`src/rtl/keypad_pkg.sv`:
```
// Shared types and constants for the 4x4 keypad scanner.
// Latency: none (declarations only).
// Backpressure: not applicable.
package keypad_pkg;

  typedef enum logic [1:0] {
    SCAN     = 2'd0,
    DEBOUNCE = 2'd1,
    HOLD     = 2'd2,
    RELEASE  = 2'd3
  } state_t;

  localparam logic [3:0] COL_RST = 4'b1110;
  localparam int         KEY_W   = 4;

  // Position of the single low bit in the column drive.
  function automatic logic [1:0] col_index(input logic [3:0] c);
    logic [1:0] idx;
    idx = 2'd0;
    case (c)
      4'b1110: idx = 2'd0;
      4'b1101: idx = 2'd1;
      4'b1011: idx = 2'd2;
      4'b0111: idx = 2'd3;
      default: idx = 2'd0;
    endcase
    return idx;
  endfunction

  // Lowest-index low row; rows are active-low.
  function automatic logic [1:0] low_row(input logic [3:0] f);
    logic [1:0] r;
    r = 2'd0;
    if (!f[0])      r = 2'd0;
    else if (!f[1]) r = 2'd1;
    else if (!f[2]) r = 2'd2;
    else if (!f[3]) r = 2'd3;
    return r;
  endfunction

endpackage

```
`src/rtl/module_scan_timer.sv`:
```
// Free-running scan tick: one-cycle pulse every SCAN_TICKS clk cycles.
// Latency: first pulse in the SCAN_TICKS-th cycle after reset release.
// Backpressure: none; the tick is never stalled.
module module_scan_timer #(
  parameter int SCAN_TICKS = 27000
) (
  input  logic clk,
  input  logic rst,
  output logic tick
);

  localparam int            CW   = (SCAN_TICKS > 1) ? $clog2(SCAN_TICKS) : 1;
  localparam logic [CW-1:0] LAST = CW'(SCAN_TICKS - 1);

  logic [CW-1:0] cnt;

  // Modulo-SCAN_TICKS cycle counter
  always_ff @(posedge clk or posedge rst) begin
    if (rst)              cnt <= '0;
    else if (cnt == LAST) cnt <= '0;
    else                  cnt <= cnt + 1'b1;
  end

  assign tick = (cnt == LAST);

endmodule

```
`src/rtl/module_keypad_scanner.sv`:
```
// 4x4 matrix keypad scanner with per-tick debounce and a one-deep key holding register.
// Latency: 2-cycle input synchronizer, then decisions only on scan ticks.
// Backpressure: key_valid/key_ack handshake; an unacked key is overwritten and flagged by overrun.
module module_keypad_scanner
  import keypad_pkg::*;
#(
  parameter int SCAN_TICKS  = 27000,
  parameter int DEB_SAMPLES = 8
) (
  input  logic             clk,
  input  logic             rst,
  input  logic [3:0]       fil,
  output logic [3:0]       col,
  output logic [KEY_W-1:0] key_code,
  output logic             key_valid,
  input  logic             key_ack,
  output logic             overrun
);

  localparam int            SW    = $clog2(DEB_SAMPLES);
  localparam logic [SW-1:0] SLAST = SW'(DEB_SAMPLES - 1);

  logic [3:0]    fil_m;
  logic [3:0]    fil_s;
  logic          tick;
  state_t        state;
  logic [1:0]    row;
  logic [SW-1:0] samples;
  logic [1:0]    cidx;
  logic          row_low;
  logic          all_up;

  module_scan_timer #(.SCAN_TICKS(SCAN_TICKS)) u_timer (
    .clk  (clk),
    .rst  (rst),
    .tick (tick)
  );

  assign cidx    = col_index(col);
  assign row_low = ~fil_s[row];
  assign all_up  = (fil_s == 4'hF);

  // Two-flop synchronizer; idle (pulled-up) value during reset
  always_ff @(posedge clk or posedge rst) begin
    if (rst) begin
      fil_m <= 4'hF;
      fil_s <= 4'hF;
    end else begin
      fil_m <= fil;
      fil_s <= fil_m;
    end
  end

  // Scan/debounce FSM with the key holding register and handshake
  always_ff @(posedge clk or posedge rst) begin
    if (rst) begin
      state     <= SCAN;
      col       <= COL_RST;
      row       <= 2'd0;
      samples   <= '0;
      key_code  <= '0;
      key_valid <= 1'b0;
      overrun   <= 1'b0;
    end else begin
      overrun <= 1'b0;
      // Ack consumes the key; a confirmation below in the same cycle wins
      if (key_valid && key_ack) key_valid <= 1'b0;
      if (tick) begin
        case (state)
          SCAN: begin
            if (all_up) begin
              col <= {col[2:0], col[3]};
            end else begin
              row     <= low_row(fil_s);
              samples <= '0;
              state   <= DEBOUNCE;
            end
          end
          DEBOUNCE: begin
            if (row_low) begin
              if (samples == SLAST) begin
                key_code  <= {row, cidx};
                key_valid <= 1'b1;
                overrun   <= key_valid & ~key_ack;
                state     <= HOLD;
              end else begin
                samples <= samples + 1'b1;
              end
            end else begin
              // Bounce: rescan the same column
              state <= SCAN;
            end
          end
          HOLD: begin
            if (all_up) begin
              samples <= '0;
              state   <= RELEASE;
            end
          end
          RELEASE: begin
            if (all_up) begin
              if (samples == SLAST) begin
                col   <= {col[2:0], col[3]};
                state <= SCAN;
              end else begin
                samples <= samples + 1'b1;
              end
            end else begin
              state <= HOLD;
            end
          end
          default: state <= SCAN;
        endcase
      end
    end
  end

endmodule
```
`config.mk`:
```
export PLATFORM = sky130hd
export DESIGN_NAME = module_keypad_scanner
export DESIGN_NICKNAME = d
export VERILOG_FILES = /design/src/rtl/keypad_pkg.sv /design/src/rtl/module_scan_timer.sv /design/src/rtl/module_keypad_scanner.sv
export SDC_FILE = /design/constraint.sdc
export NUM_CORES = 1
export LEC_CHECK = 0
export CELL_PAD_IN_SITES_DETAIL_PLACEMENT = 1
export CELL_PAD_IN_SITES_GLOBAL_PLACEMENT = 1
export CORE_ASPECT_RATIO = 1.2
export CORE_MARGIN = 1.5
export CORE_UTILIZATION = 35
export CTS_CLUSTER_SIZE = 25
export DETAILED_ROUTE_END_ITERATION = 16
export PLACE_DENSITY_LB_ADDON = 0.1
export SLEW_MARGIN = 5
export SYNTH_ARGS = -nofsm -noshare
export SYNTH_HDL_FRONTEND = slang
export SYNTH_HIERARCHICAL = 1
export SYNTH_SLANG_ARGS = --single-unit
```
`constraint.sdc`:
```
create_clock -name clk -period 2.3 [get_ports clk]
set_input_delay 0.69 -clock clk [delete_from_list [all_inputs] [get_ports clk]]
set_output_delay 0.69 -clock clk [all_outputs]
set_load 0.1 [all_outputs]
```
==> impl_metrics.json <==
{
  "status": "finished clean",
  "hold_depth": 0,
  "post-place-ws_ps": 160,
  "clock_sinks": 40,
  "drc": 0,
  "gp_congestion": 0.788,
  "synthToLayoutAreaGrowth_pct": 22.1,
  "rows": 28,
  "cp_top_family": "simple AND/OR/NAND/NOR gates",
  "drive_gt1_share_pct": 28.6,
  "leakage_nw": 1.01,
  "vias": 1197,
  "track_usage_pct": 15.6,
  "firstDrtPassIters": 4,
  "p_int_mw": 1.11,
  "whs_endpoint": "fil_s[3]$_DFF_PP1_",
  "r2r_slack_ps": 180,
  "synth-edff-count": 0,
  "multiInputGateArea_um2": 718,
  "synth_most_common_cell": "dfrtp_1",
  "fin_crit_sh_pct": 92.2,
  "ys.flop_type": "dfrtp_1",
  "fin_ws_ps": 179,
  "io_pins": 17,
  "clockBufferDepth": 2,
  "synth_nets": 162,
  "grt_overflow": 0,
  "finalSetupTns_ps": 0,
  "synth_area_leader_cell": "dfrtp_1",
  "r2r_start": "u_timer/cnt[3]$_DFF_PP0_",
  "worst-r2r-cell-count": 6,
  "synth_cell_type_count": 38,
  "cp-start-kind": "flop",
  "synth-async-reset-ratio_pct": 100,
  "clkLatencyLatePin_ps": 280,
  "post_cts_buffers": 0,
  "die_h_um": 80.9,
  "grt_pass1_wl_mm": 6.36,
  "max_slew_margin_pct": 59.2,
  "fin_worst_skew_ps": 3.00,
  "numCtsBuffers": 5,
  "hold_path_class": "reg -> reg",
  "die_w_um": 67.9,
  "fill_cells": 539,
  "p_seq_share_pct": 52.7,
  "cts_htree_levels": 2,
  "die-area_um2": 5490,
  "crit_buf_inv": 0,
  "first_iter_violations": 33,
  "power.share.clock_pct": 45.1,
  "via_per_inst": 5.09,
  "p_sw_uw": 255,
  "netlist_instances": 151,
  "critical_path_class": "reg -> reg",
  "core_area_um2": 4900,
  "ys_warn_count": 6,
  "min_from": "fil_m[3]$_DFF_PP1_",
  "seqCellArea_um2": 1010,
  "wirelength_mm": 3.52,
  "final_core_util_pct": 44.0,
  "post-route-min-period_ps": 2120,
  "peakVddDrop_uv": 304,
  "postRouteAntennaNets": 0,
  "yosys.area.top_type_share_pct": 41.0,
  "drv_slew": 0,
  "synth_common_cells": "29 x dfrtp_1, 13 x nor2_1, 11 x dfstp_2, 11 x nand2_1, 9 x xor2_1",
  "path_clk_slew_ps": 80,
  "path_cells": "or4b_1 -> nor3_2 -> nand2b_1 -> nor2_1 -> and3_2 -> mux2_2",
  "avgSynthCellArea_um2": 11.7,
  "dpl_cell_area_um2": 2030,
  "tightestPinTransition_ps": 611,
  "clock.fmax_mhz": 471,
  "cp_slowest_cell": "or4b_1",
  "cts_tree": "done",
  "hold_viol": 0,
  "p_comb_share_pct": 2.2,
  "cellPowerDensity_nw_per_um2": 633,
  "worstSetupEndpointType": "flop",
  "slowest_delay_ps": 540,
  "dp_hpwl_mm": 2.61,
  "port_buffers": 16,
  "synthTopCellsByArea": "dfrtp_1 41%, dfstp_2 16%, mux2_2 5.1%",
  "p_sw_share_pct": 18.7,
  "grt_max_degree": 26,
  "cp-startpoint": "u_timer/cnt[3]$_DFF_PP0_",
  "p_total_mw": 1.37,
  "grt_antenna_before_repair": 0,
  "root_buffer": "clkbuf_8",
  "cap_violations": 0,
  "start_util_pct": 36.1,
  "hold_buffers": 0,
  "layout.nets": 185,
  "grt_pass1_vias": 1341,
  "syn_area_um2": 1770,
  "rsz0062_at_grt": "false",
  "cts_resized": 0,
  "r2r-end": "key_code[1]$_DFFE_PP0P_",
  "yosysSeqAreaShare_pct": 57.4,
  "n_antenna_cell": 0,
  "cp_max_fo": 6,
  "cp.arrival_ps": 2290,
  "wire_per_inst_um": 15.0,
  "ys_ff_latch": 40,
  "finalSetupViolations": 0,
  "worstPathRequired_ps": 2470,
  "fin_area_um2": 2160
}
-- through the flow --
step / instances / hold slack, ps
after floorplan: 151 / 345
after global routing: 235 / 363
after detailed placement: 227 / 347
after global placement: 227 / 347
after CTS: 235 / 359
final: 235 / 358
-- routing by layer --
metal  GRT usage, %  wire length, um  up-vias
li1               -                -      565
met4           5.40               21        0
met3           4.16              110        2
met2           27.6             1940       13
met5              0                0        -
met1           18.1             1460      617
-- power groups by stage --
stage                     clock [mW]  sequential, mW  combinational [mW]
after global routing           0.677           0.722              0.0344
after global placement             0           0.733              0.0307
after floorplan                    0           0.732              0.0140
final                          0.616           0.720              0.0297
after CTS                      0.643           0.720              0.0317
after detailed placement           0           0.734              0.0315
-- cells by family after synthesis --
group / Yosys count / synth area share [%]
flops: 40 / 57.4
xor+xnor: 14 / 6.93
buf+inv: 10 / 2.48
compound gates: 20 / 7.36
fa+ha+maj: 4 / 2.83
mux: 9 / 6.37
simple gates: 54 / 16.7
-- placed cells by master (no fill, tap or decap), types with 5 or more instances in the layout --
cell type	count
and3_1	5
buf_4	11
clkbuf_8	7
clkdlybuf4s50_1	6
dfrtp_1	29
dfstp_2	11
inv_1	6
mux2_2	8
nand2_1	11
nand4_1	5
nor2_1	13
o21ai_0	8
xnor2_1	5
xor2_1	9
-- cell type report --
class,count,share of cell area (%)
Tap cell,60,3.48
Clock buffer,7,4.46
Timing Repair Buffer,20,9.39
Sequential cell,40,47.0
Multi-Input combinational cell,101,33.3
Inverter,6,1.04
Clock inverter,1,1.39
-- sequential cells by signal (all words and copies together), names as in the netlist --
name	flops
samples	3
fil_s	4
key_code	4
state	2
col	4
key_valid	1
overrun	1
fil_m	4
u_timer/cnt	15
row	2
-- how the worst max path moves through the flow --
stage / slack, ps / end / cells after the start
finish: 180 / key_code[1]$_DFFE_PP0P_ / 6
detailed placement: 160 / key_code[1]$_DFFE_PP0P_ / 6
global placement: 190 / key_code[1]$_DFFE_PP0P_ / 6
floorplan: 120 / key_code[0]$_DFFE_PP0P_ / 8
global route: 50 / samples[1]$_DFFE_PP0P_ / 8
CTS: 110 / key_code[1]$_DFFE_PP0P_ / 7
No activity file was read; power rests on OpenSTA's default activity.
